File: src/rtl/delta_tracker_if.sv
// Pixel-stream input and frame-result output bundle for delta_tracker.
// pix_valid has no back-pressure: the tracker takes every pixel that is offered.
// A result is transferred on a rising edge where box_valid=1 and box_ready=1.
// While box_valid=1 and box_ready=0, the result fields hold still until a newer frame overwrites them.
interface delta_tracker_if #(
  parameter int COORD_WIDTH = 10,
  parameter int CNT_WIDTH   = 19
);
  logic                   pix_valid;
  logic                   sof;
  logic [COORD_WIDTH-1:0] delta_frame;
  logic                   box_valid;
  logic                   box_ready;
  logic [COORD_WIDTH-1:0] x_min;
  logic [COORD_WIDTH-1:0] x_max;
  logic [COORD_WIDTH-1:0] y_min;
  logic [COORD_WIDTH-1:0] y_max;
  logic [COORD_WIDTH-1:0] center_x;
  logic [COORD_WIDTH-1:0] center_y;
  logic [CNT_WIDTH-1:0]   pix_count;
  logic                   detected;
  logic                   overrun;

  modport master (
    output pix_valid, sof, delta_frame, box_ready,
    input  box_valid, x_min, x_max, y_min, y_max, center_x, center_y,
           pix_count, detected, overrun
  );

  modport slave (
    input  pix_valid, sof, delta_frame, box_ready,
    output box_valid, x_min, x_max, y_min, y_max, center_x, center_y,
           pix_count, detected, overrun
  );
endinterface

File: src/rtl/delta_tracker.sv
// Accumulates the bounding box, the centre and the count of hot pixels over one frame of a delta mask.
// The tracker publishes that result on the same edge that accepts the frame's last pixel.
module delta_tracker #(
  parameter int COORD_WIDTH = 10,
  parameter int H_ACTIVE    = 640,
  parameter int V_ACTIVE    = 480,
  parameter int CNT_WIDTH   = 19,
  parameter int MIN_PIXELS  = 64
) (
  input  logic              clk,
  input  logic              aresetn,
  delta_tracker_if.slave    bus,
  output logic              fsm_state
);
  typedef enum logic {WAIT_SOF = 1'b0, ACCUM = 1'b1} state_t;

  localparam logic [COORD_WIDTH-1:0] X_LAST  = COORD_WIDTH'(H_ACTIVE - 1);
  localparam logic [COORD_WIDTH-1:0] Y_LAST  = COORD_WIDTH'(V_ACTIVE - 1);
  localparam logic [CNT_WIDTH-1:0]   CNT_MIN = CNT_WIDTH'(MIN_PIXELS);

  state_t                 state;
  logic [COORD_WIDTH-1:0] col, row;
  logic [COORD_WIDTH-1:0] wx_min, wx_max, wy_min, wy_max;
  logic [CNT_WIDTH-1:0]   wcnt;

  logic                   start, take, hot, last, col_wrap, empty;
  logic [COORD_WIDTH-1:0] px, py;
  logic [COORD_WIDTH-1:0] b_xmin, b_xmax, b_ymin, b_ymax;
  logic [COORD_WIDTH-1:0] n_xmin, n_xmax, n_ymin, n_ymax;
  logic [CNT_WIDTH-1:0]   b_cnt, n_cnt;
  logic [COORD_WIDTH:0]   sum_x, sum_y;

  // A sof pixel always starts a fresh frame at (0,0), whether idle or mid-frame.
  always_comb begin
    start    = bus.pix_valid && bus.sof;
    take     = bus.pix_valid && (state == ACCUM || bus.sof);
    hot      = bus.delta_frame != '0;
    px       = start ? '0 : col;
    py       = start ? '0 : row;
    b_xmin   = start ? '1 : wx_min;
    b_ymin   = start ? '1 : wy_min;
    b_xmax   = start ? '0 : wx_max;
    b_ymax   = start ? '0 : wy_max;
    b_cnt    = start ? '0 : wcnt;
    n_xmin   = (hot && px < b_xmin) ? px : b_xmin;
    n_xmax   = (hot && px > b_xmax) ? px : b_xmax;
    n_ymin   = (hot && py < b_ymin) ? py : b_ymin;
    n_ymax   = (hot && py > b_ymax) ? py : b_ymax;
    n_cnt    = b_cnt + {{(CNT_WIDTH-1){1'b0}}, hot};
    col_wrap = px == X_LAST;
    last     = col_wrap && (py == Y_LAST);
    empty    = n_cnt == '0;
    sum_x    = {1'b0, n_xmin} + {1'b0, n_xmax};
    sum_y    = {1'b0, n_ymin} + {1'b0, n_ymax};
  end

  assign fsm_state = (state == ACCUM);

  always_ff @(posedge clk or negedge aresetn) begin
    if (!aresetn) begin
      state         <= WAIT_SOF;
      col           <= '0;
      row           <= '0;
      wx_min        <= '0;
      wx_max        <= '0;
      wy_min        <= '0;
      wy_max        <= '0;
      wcnt          <= '0;
      bus.box_valid <= 1'b0;
      bus.x_min     <= '0;
      bus.x_max     <= '0;
      bus.y_min     <= '0;
      bus.y_max     <= '0;
      bus.center_x  <= '0;
      bus.center_y  <= '0;
      bus.pix_count <= '0;
      bus.detected  <= 1'b0;
      bus.overrun   <= 1'b0;
    end else begin
      if (take) begin
        if (last) begin
          state  <= WAIT_SOF;
          col    <= '0;
          row    <= '0;
          wx_min <= '0;
          wx_max <= '0;
          wy_min <= '0;
          wy_max <= '0;
          wcnt   <= '0;
        end else begin
          state  <= ACCUM;
          col    <= col_wrap ? '0 : px + 1'b1;
          row    <= col_wrap ? py + 1'b1 : py;
          wx_min <= n_xmin;
          wx_max <= n_xmax;
          wy_min <= n_ymin;
          wy_max <= n_ymax;
          wcnt   <= n_cnt;
        end
      end
      // An empty frame reports zeros rather than the all-ones min seeds.
      if (take && last) begin
        bus.box_valid <= 1'b1;
        bus.x_min     <= empty ? '0 : n_xmin;
        bus.x_max     <= empty ? '0 : n_xmax;
        bus.y_min     <= empty ? '0 : n_ymin;
        bus.y_max     <= empty ? '0 : n_ymax;
        bus.center_x  <= empty ? '0 : COORD_WIDTH'(sum_x >> 1);
        bus.center_y  <= empty ? '0 : COORD_WIDTH'(sum_y >> 1);
        bus.pix_count <= n_cnt;
        bus.detected  <= n_cnt >= CNT_MIN;
        if (bus.box_valid && !bus.box_ready) bus.overrun <= 1'b1;
      end else if (bus.box_ready) begin
        bus.box_valid <= 1'b0;
      end
    end
  end
endmodule

File: src/flat_wrapper.sv
// flat-port wrapper written by rule: the top's interface ports become plain ports
module delta_tracker_flat 
#(
  parameter int COORD_WIDTH = 10,
  parameter int H_ACTIVE    = 640,
  parameter int V_ACTIVE    = 480,
  parameter int CNT_WIDTH   = 19,
  parameter int MIN_PIXELS  = 64
)
  (clk, aresetn, fsm_state, bus_pix_valid, bus_sof, bus_delta_frame, bus_box_ready, bus_box_valid, bus_x_min, bus_x_max, bus_y_min, bus_y_max, bus_center_x, bus_center_y, bus_pix_count, bus_detected, bus_overrun);
  delta_tracker_if #(.COORD_WIDTH(COORD_WIDTH), .CNT_WIDTH(CNT_WIDTH)) bus_i ();
  input  logic clk;
  input  logic aresetn;
  output logic fsm_state;
  input wire logic [$bits(bus_i.pix_valid)-1:0] bus_pix_valid;
  input wire logic [$bits(bus_i.sof)-1:0] bus_sof;
  input wire logic [$bits(bus_i.delta_frame)-1:0] bus_delta_frame;
  input wire logic [$bits(bus_i.box_ready)-1:0] bus_box_ready;
  output wire logic [$bits(bus_i.box_valid)-1:0] bus_box_valid;
  output wire logic [$bits(bus_i.x_min)-1:0] bus_x_min;
  output wire logic [$bits(bus_i.x_max)-1:0] bus_x_max;
  output wire logic [$bits(bus_i.y_min)-1:0] bus_y_min;
  output wire logic [$bits(bus_i.y_max)-1:0] bus_y_max;
  output wire logic [$bits(bus_i.center_x)-1:0] bus_center_x;
  output wire logic [$bits(bus_i.center_y)-1:0] bus_center_y;
  output wire logic [$bits(bus_i.pix_count)-1:0] bus_pix_count;
  output wire logic [$bits(bus_i.detected)-1:0] bus_detected;
  output wire logic [$bits(bus_i.overrun)-1:0] bus_overrun;
  assign bus_i.pix_valid = bus_pix_valid;
  assign bus_i.sof = bus_sof;
  assign bus_i.delta_frame = bus_delta_frame;
  assign bus_i.box_ready = bus_box_ready;
  assign bus_box_valid = bus_i.box_valid;
  assign bus_x_min = bus_i.x_min;
  assign bus_x_max = bus_i.x_max;
  assign bus_y_min = bus_i.y_min;
  assign bus_y_max = bus_i.y_max;
  assign bus_center_x = bus_i.center_x;
  assign bus_center_y = bus_i.center_y;
  assign bus_pix_count = bus_i.pix_count;
  assign bus_detected = bus_i.detected;
  assign bus_overrun = bus_i.overrun;
  delta_tracker #(.COORD_WIDTH(COORD_WIDTH), .H_ACTIVE(H_ACTIVE), .V_ACTIVE(V_ACTIVE), .CNT_WIDTH(CNT_WIDTH), .MIN_PIXELS(MIN_PIXELS)) u_core (.clk(clk), .aresetn(aresetn), .bus(bus_i), .fsm_state(fsm_state));
endmodule
File: config.mk
export PLATFORM = sky130hd
export DESIGN_NAME = delta_tracker_flat
export DESIGN_NICKNAME = d
export VERILOG_FILES = /design/src/rtl/delta_tracker_if.sv /design/src/rtl/delta_tracker.sv /design/src/flat_wrapper.sv
export SDC_FILE = /design/constraint.sdc
export NUM_CORES = 1
export LEC_CHECK = 0
export BUFFER_PORTS_ARGS = -buffer_cell sky130_fd_sc_hd__buf_4
export CAP_MARGIN = 20
export CELL_PAD_IN_SITES_DETAIL_PLACEMENT = 0
export CELL_PAD_IN_SITES_GLOBAL_PLACEMENT = 1
export CORE_UTILIZATION = 46
export DETAILED_ROUTE_END_ITERATION = 7
export PLACE_DENSITY = 0.91
export SLEW_MARGIN = 20
export SYNTH_ARGS = -nofsm -noshare
export SYNTH_HDL_FRONTEND = slang
export SYNTH_SLANG_ARGS = --single-unit
File: constraint.sdc
create_clock -name clk -period 11.1 [get_ports clk]
set_input_delay 2.22 -clock clk [delete_from_list [all_inputs] [get_ports clk]]
set_output_delay 2.22 -clock clk [all_outputs]
set_load 0.005 [all_outputs]
==> results of run 1 <==
## critical path, stage by stage
cell      delay, ns
buf_4          0.14
nand2_2        0.55
nand2_1        0.23
inv_1          0.18
ha_1           0.26
a211oi_1       0.21
nor2_1         0.07
or4_1          0.46
a31oi_1        0.62
buf_4          0.31
nor3_1         0.06
a21oi_1        0.27
ha_1           0.35
a21o_1         0.22
a21o_1         0.17
a21oi_1        0.18
a21oi_1        0.11
o31a_1         0.29
or3_1          0.31
a32o_1         0.25
## where the power goes
part | total, W | switching, W | internal [W]
Combinational | 0.000281 | 0.000179 | 0.000102
Sequential | 0.000646 | 0.0000296 | 0.000617
Clock | 0.000598 | 0.000268 | 0.000330
## how the worst max path moves through the flow
stage / start / end / slack [ns] / depth (start not counted)
after global routing: bus_pix_valid / u_core.bus.center_y[9] / 3.53 / 22
final: bus_pix_valid / u_core.bus.center_x[8] / 3.96 / 20
after detailed placement: bus_pix_valid / u_core.bus.center_y[9] / 3.57 / 22
after floorplan: bus_pix_valid / u_core.bus.center_x[8] / 3.89 / 22
after CTS: bus_pix_valid / u_core.bus.center_y[9] / 4.04 / 22
after global placement: bus_pix_valid / u_core.bus.center_y[9] / 3.70 / 22
## stage by stage
step	util	setup slack (ns)	cells	power [W]	hold slack (ns)
2_1_floorplan	-	3.89	970	0.000855	0.430
3_3_place_gp	0.515	3.70	1280	0.000929	0.452
3_5_place_dp	0.515	3.57	1280	0.000935	0.457
4_1_cts	0.546	4.04	1312	0.00153	0.480
5_1_grt	0.546	3.53	1312	0.00159	0.510
6_report	0.546	3.96	1312	0.00152	0.478
## state kept, by name, indices dropped and copies added (netlist names), 10 cells and up
signal / cells
u_core.bus.y_min: 10
u_core.col: 10
u_core.wy_max: 10
u_core.bus.x_max: 10
u_core.bus.pix_count: 19
u_core.wy_min: 10
u_core.bus.center_x: 10
u_core.bus.y_max: 10
u_core.bus.center_y: 10
u_core.wx_min: 10
u_core.row: 10
u_core.wx_max: 10
u_core.bus.x_min: 10
u_core.wcnt: 19
## cell families (layout without fill, tap and decap cells)
logic type / after synthesis / count (layout)
adders and majority gates: 56 / 56
and+or+nand+nor: 316 / 316
xor gates and xnor gates: 42 / 42
DFF: 162 / 162
muxes: 13 / 13
AOI/OAI and AO/OA: 291 / 291
buffers and inverters: 90 / 167
## synthesized netlist by cell type (4+ instances only)
cell type / number / area share
and3_1: 9 / 0.0062
mux2i_1: 5 / 0.0055
a211oi_1: 5 / 0.0041
and4_1: 8 / 0.0077
a21o_1: 7 / 0.0058
o21bai_1: 6 / 0.0049
o21ai_0: 89 / 0.049
nand4_1: 20 / 0.014
xor2_1: 14 / 0.013
clkbuf_1: 44 / 0.018
o31ai_1: 7 / 0.0058
and2_1: 11 / 0.0075
nand3_1: 32 / 0.018
nor3_1: 16 / 0.0088
nand2_1: 125 / 0.051
buf_2: 7 / 0.0038
buf_1: 7 / 0.0029
a22o_1: 79 / 0.076
xnor2_1: 28 / 0.027
or3_1: 7 / 0.0048
a21oi_1: 54 / 0.030
ha_1: 52 / 0.071
dfrtp_1: 162 / 0.44
a32o_1: 5 / 0.0055
inv_1: 29 / 0.012
a31oi_1: 5 / 0.0034
nand3b_1: 4 / 0.0033
mux2_2: 8 / 0.0099
nand2b_1: 4 / 0.0027
nor2_1: 70 / 0.029
## layer usage
metal | GRT usage | routed length [um]
met1 | 0.325 | 10700
met4 | 0.0696 | 403
met2 | 0.398 | 11200
met3 | 0.0376 | 903
met5 | 0 | 0
## final cells by class
cell class / count / area (um2) / share of cell area
clock buffer: 19 / 453 / 0.0426
clock inverter: 13 / 140 / 0.0132
inverter: 29 / 109 / 0.0102
multi-input combinational: 718 / 4740 / 0.446
sequential: 162 / 4050 / 0.382
tap: 265 / 332 / 0.0312
timing repair buffer: 106 / 800 / 0.0752
==> flow_metrics.tcl, run 1 <==
set metrics [dict create \
    synth-seq-cells 162 \
    clock_path_buffers 2 \
    antenna_cells 0 \
    wl_um 23100 \
    die_x_um 143 \
    min_to "u_core.bus.overrun" \
    synthArstFlopShare 1.00 \
    worst_clock_skew_ns 0.00606 \
    post-route-period-util 0.643 \
    post-cts-setup-buffer-count 0 \
    cp-end-kind "flop" \
    first_pass_iters 5 \
    dp_hpwl_um 15600 \
    synth_simple_gate_area_frac 0.162 \
    grt_pass1_wl_um 38200 \
    critPathKind "in -> reg" \
    numCtsBuffers 17 \
    min_path_type "reg -> reg" \
    cts.clk_slew.worst_paths_ns 0.07 \
    synth_edf_count 0 \
    fp.dieH_um 143 \
    synthCells 970 \
    numPortBuffers 97 \
    drc 0 \
    post_cts_resize_count 0 \
    cp_data_arrival_time_ns 7.46 \
    detail-route-antenna-nets 0 \
    grt_overflow 0 \
    relSlewSlack 0.293 \
    grt_max_degree 99 \
    ys_seq_area_frac 0.444 \
    core-area_um2 19500 \
    min_period_ns 7.14 \
    syn_area_um2 9130 \
    cap_violations 0 \
    worstHoldStart "u_core.bus.overrun" \
    cts_htree_levels 4 \
    hold_buffers 0 \
    hold_path_depth 1 \
    cts_root_buf "clkbuf_16" \
    drtIter0Drc 581 \
    tritoncts "built" \
    placed_cell_area_um2 10000 \
    setup_tns_ns 0 \
    final_common_cell "dfrtp_1" \
    status "complete, no violations" \
    synthFlopType "dfrtp_1" \
    r2r_start "u_core.col[7]" \
    hold_viol 0 \
    avgSynthCellArea_um2 9.41 \
    nFillCells 1745 \
    antenna_found_initial 0 \
    vias_per_cell 5.77 \
    synth_fp_nets 1039 \
    initial_core_util 0.469 \
    boundaryPins 98 \
    cp-start-kind "input port" \
    synth-xor-area-share 0.0403 \
    area_growth_syn_to_layout_pct 16.4 \
    r2r-end "u_core.bus.center_x[8]" \
    synth_top_family_by_area "compound AO/OA/AOI/OAI gates" \
    clock_latency_ns 0.43 \
    ff2ff_path_depth 18 \
    required_ns 11.42 \
    die_area_um2 20400 \
    mostFrequentLayoutCells "dfrtp_1, nand2_1, buf_4, o21ai_0, a22o_1" \
    power_density_nw_per_um2 143 \
    yosys_warnings 0 \
    fin_area_um2 10600 \
    reg2reg_slack_ns 6.13 \
    synth-adder-area-share 0.0779 \
    grt_use_total 0.241 \
    maxSlewViolCount 0 \
    rsz0062_at_grt "false" \
    crit_path_max_fanout 43 \
    yosysUniqueCellTypes 67 \
    cts_sinks 162 \
    synth_mux_area_frac 0.0154 \
    gp_congestion 0.859 \
    vdd.ir_drop.worst_mv 0.109 \
    vias 7571 \
    rows 51 \
    p_leak_nw 5.06 \
    tightest_slew_ns 1.06 \
    report.final.setup_viol 0 \
    synth_compound_gate_area_share 0.221 \
    drive_gt1_frac 0.153 \
    fmax_mhz 140 \
    grt_pass1_vias 7292 \
    wl_per_cell_um 17.6 \
    finalNetCount 1103 \
]
(Power assumes the default switching activity.)
==> run 2, diff against run 1 <==
--- a/config.mk
+++ b/config.mk
@@ -5,11 +5,12 @@
 export SDC_FILE = /design/constraint.sdc
 export NUM_CORES = 1
 export LEC_CHECK = 0
+export ABC_AREA = 1
 export BUFFER_PORTS_ARGS = -buffer_cell sky130_fd_sc_hd__buf_4
 export CAP_MARGIN = 20
 export CELL_PAD_IN_SITES_DETAIL_PLACEMENT = 0
 export CELL_PAD_IN_SITES_GLOBAL_PLACEMENT = 1
-export CORE_UTILIZATION = 46
+export CORE_UTILIZATION = 45
 export DETAILED_ROUTE_END_ITERATION = 7
 export PLACE_DENSITY = 0.91
 export SLEW_MARGIN = 20
==> constraint.sdc (replaced) <==
create_clock -name clk -period 6.9 [get_ports clk]
set_input_delay 1.38 -clock clk [delete_from_list [all_inputs] [get_ports clk]]
set_output_delay 1.38 -clock clk [all_outputs]
set_load 0.005 [all_outputs]
==> run 2 against run 1 <==
Clock skew up 0.0088 ns; via count up 10%; power up 81%; sequential share of layout area down 2.2 points; first-iteration DRC count down 9.6%; setup slack worse by 2.2 ns; core utilization down 1.3 points; final cell count up 22%; global-route usage down 0.24 points; critical path type unchanged; largest cell class unchanged; largest power group unchanged.
==> flow_metrics.tcl, run 2 <==
set metrics [dict create \
    synthArstFlopShare 1.00 \
    power_density_nw_per_um2 244 \
    boundaryPins 98 \
    synth_edf_count 0 \
    netlist.area_leader.share 0.416 \
    cp_data_arrival_time_ns 5.53 \
    numPortBuffers 97 \
    required_ns 7.26 \
    post_cts_resize_count 0 \
    synth_area_leaders "dfrtp_1, nand2_1, ha_1" \
    synth-xor-area-share 0.0323 \
    core-area_um2 21200 \
    initial_core_util 0.461 \
    detail-route-antenna-nets 0 \
    synth_mux_area_frac 0 \
    worstHoldStart "u_core.bus.overrun" \
    report.final.setup_viol 0 \
    cap_violations 0 \
    cts.clk_slew.worst_paths_ns 0.07 \
    area_growth_syn_to_layout_pct 15.6 \
    cp-end-kind "flop" \
    clock_path_buffers 2 \
    tightest_slew_ns 0.963 \
    synth_top_family_by_area "simple AND/OR/NAND/NOR gates" \
    die_area_um2 22300 \
    syn_area_um2 9750 \
    power_w 0.00275 \
    synth_fp_nets 1311 \
    numCtsBuffers 17 \
    grt_use_total 0.238 \
    vias_per_cell 5.20 \
    synth.most_common_cell "nand2_1" \
    r2r_start "u_core.row[8]" \
    synth_compound_gate_area_share 0.153 \
    vdd.ir_drop.worst_mv 0.184 \
    min_path_type "reg -> reg" \
    p_leak_nw 5.35 \
    grt_max_degree 101 \
    rsz0062_at_grt "false" \
    drc 0 \
    rows 53 \
    grt_overflow 0 \
    wl_per_cell_um 15.7 \
    mostFrequentLayoutCells "nand2_1, inv_1, dfrtp_1, buf_4, o21ai_0" \
    hold_viol 0 \
    crit_path_max_fanout 44 \
    reg2reg_slack_ns 3.02 \
    hold_buffers 0 \
    synth_simple_gate_area_frac 0.233 \
    die_x_um 149 \
    final_common_cell "nand2_1" \
    grt_pass1_wl_um 41600 \
    fmax_mhz 193 \
    tritoncts "built" \
    cts_sinks 162 \
    largest_registers "u_core.bus.pix_count x19, u_core.wcnt x19" \
    vias 8362 \
    maxSlewViolCount 0 \
    final_core_util 0.533 \
    min_to "u_core.bus.overrun" \
    setup_tns_ns 0 \
    clock_latency_ns 0.43 \
    antenna_cells 0 \
    ys_seq_area_frac 0.416 \
    cp-start-kind "input port" \
    antenna_found_initial 0 \
    whs_ns 0.476 \
    grt_pass1_vias 8031 \
    synth_top_cells_by_count "nand2_1, inv_1, dfrtp_1, o21ai_0, nor2_1" \
    wl_um 25200 \
    ff2ff_path_depth 26 \
    nFillCells 2014 \
    hold_path_depth 2 \
    min_period_ns 5.17 \
    fp.dieH_um 149 \
    cts_htree_levels 4 \
    synthCells 1242 \
    finalNetCount 1388 \
    post-route-period-util 0.749 \
    yosysUniqueCellTypes 41 \
    post-cts-setup-buffer-count 0 \
    synthFlopType "dfrtp_1" \
    gp_congestion 0.940 \
    drtIter0Drc 525 \
    worst_clock_skew_ns 0.0148 \
    status "complete, no violations" \
    first_pass_iters 5 \
    dp_hpwl_um 18200 \
    critPathKind "in -> reg" \
    relSlewSlack 0.358 \
    drive_gt1_frac 0.170 \
    r2r-end "u_core.bus.center_y[9]" \
    yosysTopAreaCell "dfrtp_1" \
    synth-seq-cells 162 \
    yosys_warnings 0 \
    avgSynthCellArea_um2 7.85 \
    synth-adder-area-share 0.0709 \
    cts_root_buf "clkbuf_16" \
]
run 2: cell types whose count changed after synthesis, moves of 16 or more:
| cell | delta |
|---|---|
| a21oi_1 | -28 |
| a22o_1 | -79 |
| clkbuf_1 | -24 |
| inv_1 | +138 |
| nand2_1 | +171 |
| nand3_1 | +41 |
| nor2_1 | +18 |
| o21ai_2 | +49 |
| o22ai_1 | +31 |
| xnor2_1 | -16 |
run 2: critical path: stages:
cell	delay (ns)
buf_4	0.10
nand2_4	0.13
inv_4	0.46
nor2_1	0.25
ha_1	0.36
nand2_1	0.07
nor2_1	0.20
nand4_1	0.12
nor2_1	0.10
nand3b_1	0.08
nand2_1	0.06
inv_1	0.07
nand2_2	0.23
nand2_1	0.09
nand2_1	0.11
inv_1	0.09
nor2_1	0.18
fa_1	0.24
nand3_1	0.09
nand2_1	0.12
a21oi_1	0.08
o21ai_0	0.26
a21oi_1	0.12
o21bai_1	0.21
nand2_1	0.07
nand2_1	0.06
a21oi_1	0.07
o21ai_2	0.12
run 2: logic make-up after synthesis:
kind of cell	after synthesis
compound gates	242
xor+xnor	36
fa+ha+maj	54
buf+inv	222
flops	162
simple gates	526
run 2: how the worst max path moves through the flow:
stage | startpoint | endpoint | slack [ns] | depth (start not counted)
3_5_place_dp | bus_pix_valid | u_core.bus.center_y[7] | 1.36 | 26
2_1_floorplan | bus_pix_valid | u_core.bus.center_x[9] | 1.57 | 29
5_1_grt | bus_pix_valid | u_core.bus.center_y[7] | 1.30 | 26
4_1_cts | bus_pix_valid | u_core.bus.center_y[9] | 1.79 | 28
6_report | bus_pix_valid | u_core.bus.center_y[9] | 1.73 | 28
3_3_place_gp | bus_pix_valid | u_core.bus.center_x[9] | 1.49 | 24
run 2: per-layer routing:
metal	global-route usage	share of wire
met3	0.0385	0.037
met2	0.398	0.49
met4	0.0571	0.013
met5	0	0
met1	0.322	0.46
run 2: power by group:
group / total [W] / internal [W] / switching (W) / leakage, nW
logic: 0.000689 / 0.000205 / 0.000484 / 2.82
clock network: 0.00102 / 0.000592 / 0.000427 / 0.303
registers: 0.00104 / 0.00100 / 0.0000399 / 2.23
run 2: area by class of cell:
| type | instances | area (um2) | share of cell area |
|---|---|---|---|
| multi-input cells | 858 | 4780 | 0.424 |
| flip-flops and latches | 162 | 4050 | 0.360 |
| repair buffers | 105 | 805 | 0.0714 |
| inverters | 175 | 659 | 0.0585 |
| clock buffers | 18 | 439 | 0.0390 |
| well taps | 275 | 344 | 0.0305 |
| clock inverters | 14 | 189 | 0.0168 |
run 2: per-stage QoR:
step                std cells  area (um2)  worst slack [ns]
global route             1607       11300              1.30
finish                   1607       11300              1.73
global placement         1575       10600              1.49
floorplan                1242        9750              1.57
detailed placement       1575       10600              1.36
CTS                      1607       11300              1.79
==> run 3, diff against run 2 <==
==> constraint.sdc (replaced) <==
create_clock -name clk -period 4.8 [get_ports clk]
set_input_delay 0.96 -clock clk [delete_from_list [all_inputs] [get_ports clk]]
set_output_delay 0.96 -clock clk [all_outputs]
set_load 0.005 [all_outputs]
==> run 3 against run 2 <==
Clock power increased by 27%; register-to-register slack worse by 2.0 ns; largest power group unchanged; largest cell class unchanged; global-route usage is 0.53 points higher; hold slack worse by 0.0025 ns; via count rose by 1.0%.
==> flow_metrics.tcl, run 3 (synthesis gave the netlist of run 2 again) <==
set metrics [dict create \
    die_x_um 149 \
    clock_path_buffers 2 \
    clock_latency_ns 0.43 \
    first_pass_iters 7 \
    area_growth_syn_to_layout_pct 17.2 \
    min_period_ns 4.32 \
    crit_path_max_fanout 67 \
    cts.clk_slew.worst_paths_ns 0.06 \
    wl_per_cell_um 15.8 \
    boundaryPins 98 \
    whs_ns 0.473 \
    cts_htree_levels 4 \
    report.final.setup_viol 0 \
    tritoncts "built" \
    tightest_slew_ns 0.901 \
    die_area_um2 22300 \
    fmax_mhz 231 \
    seqPwrFrac 0.390 \
    p_switching_w 0.00136 \
    cts_root_buf "clkbuf_16" \
    hold_buffers 0 \
    cp_data_arrival_time_ns 4.68 \
    mostFrequentLayoutCells "nand2_1, inv_1, dfrtp_1, buf_4, o21ai_0" \
    fp.dieH_um 149 \
    grt_pass1_vias 8157 \
    final_common_cell "nand2_1" \
    antenna_found_initial 0 \
    r2r-end "u_core.bus.center_y[9]" \
    startpoint "bus_pix_valid" \
    cap_violations 0 \
    core-area_um2 21200 \
    p_leak_nw 5.45 \
    status "complete, no violations" \
    ff2ff_path_depth 26 \
    rsz0062_at_grt "false" \
    relSlewSlack 0.400 \
    vias 8449 \
    critPathCapture "u_core.bus.center_y[9]" \
    post-cts-setup-buffer-count 0 \
    largest_registers "u_core.bus.pix_count x19, u_core.wcnt x19" \
    finalNetCount 1411 \
    p_comb_frac 0.271 \
    drive_gt1_frac 0.180 \
    maxSlewViolCount 0 \
    post-route-period-util 0.900 \
    rows 53 \
    cts_sinks 162 \
    grt_pass1_wl_um 42400 \
    reg2reg_slack_ns 1.00 \
    setup_tns_ns 0 \
    numPortBuffers 97 \
    critPathKind "in -> reg" \
    detail-route-antenna-nets 0 \
    worst_clock_skew_ns 0.0156 \
    grt_overflow 0 \
    power_density_nw_per_um2 337 \
    drc 0 \
    dp_hpwl_um 18800 \
    numCtsBuffers 17 \
    r2r_start "u_core.row[6]" \
    wl_um 25800 \
    drtIter0Drc 551 \
    required_ns 5.16 \
    clkPwrFrac 0.338 \
    cp-start-kind "input port" \
    gp_congestion 0.942 \
    grt_use_total 0.243 \
    antenna_cells 0 \
    initial_core_util 0.461 \
    hold_viol 0 \
    post_cts_resize_count 0 \
    cp-end-kind "flop" \
    vdd.ir_drop.worst_mv 0.246 \
    vias_per_cell 5.18 \
    grt_max_degree 111 \
    internal_power_w 0.00250 \
    nFillCells 2008 \
    switching_share 0.352 \
    min_path_type "reg -> reg" \
    final_core_util 0.540 \
]
run 3: worst min path at each step:
stage	startpoint	end	slack [ns]	depth (start not counted)
after floorplan	u_core.wcnt[18]	u_core.wcnt[18]	0.45	2
after global placement	u_core.bus.overrun	u_core.bus.overrun	0.45	2
after detailed placement	u_core.bus.overrun	u_core.bus.overrun	0.47	2
after CTS	u_core.bus.overrun	u_core.bus.overrun	0.48	2
after global routing	u_core.bus.pix_count[0]	u_core.bus.pix_count[0]	0.50	2
final	u_core.bus.overrun	u_core.bus.overrun	0.47	2
run 3: final cells by class:
type                       instances  area [um2]  area share
inverter                         175         659      0.0577
tap                              275         344      0.0301
clock buffer                      22         444      0.0389
clock inverter                    10         105     0.00920
timing repair buffer             128        1040      0.0912
sequential                       162        4050       0.355
multi-input combinational        858        4780       0.418
run 3: worst max-delay path, cell delays in order:
cell and delay, ns:
buf_4 0.12, nand2_4 0.09, buf_12 0.29, nand2_1 0.09, ha_1 0.31, nand2_1 0.07, nor2_1 0.18, nand4_1 0.10
nor2_1 0.10, nand3b_1 0.08, nand2_1 0.06, inv_1 0.07, nand2_2 0.22, nand2_1 0.08, nand2_1 0.11, inv_1 0.09
nor2_1 0.19, fa_1 0.25, nand3_1 0.09, nand2_1 0.11, a21oi_1 0.07, o21ai_0 0.25, a21oi_1 0.12, o21bai_1 0.20
nand2_1 0.07, nand2_1 0.06, a21oi_1 0.07, o21ai_2 0.12
run 3: power by group through the flow:
| stage | logic [W] | registers, W | clock network (W) |
|---|---|---|---|
| floorplan | 0.000748 | 0.00150 | 0 |
| global placement | 0.00102 | 0.00152 | 0 |
| detailed placement | 0.00104 | 0.00152 | 0 |
| CTS | 0.00104 | 0.00150 | 0.00132 |
| global route | 0.00118 | 0.00151 | 0.00139 |
| finish | 0.00105 | 0.00150 | 0.00130 |
run 3: per-layer routing:
metal	share of wire	vias to the layer above	track usage
li1	-	4228	-
met1	0.46	3980	0.324
met2	0.48	199	0.399
met3	0.041	42	0.0407
met4	0.025	0	0.0847
met5	0	-	0
run 3: stage by stage:
stage | total power, W | area [um2] | instances | setup slack, ns
floorplan | 0.00225 | 9750 | 1242 | 0.0888
global placement | 0.00255 | 10900 | 1598 | 0.184
detailed placement | 0.00256 | 10900 | 1598 | 0.119
CTS | 0.00386 | 11400 | 1630 | 0.544
global route | 0.00408 | 11400 | 1630 | 0.0400
finish | 0.00385 | 11400 | 1630 | 0.480
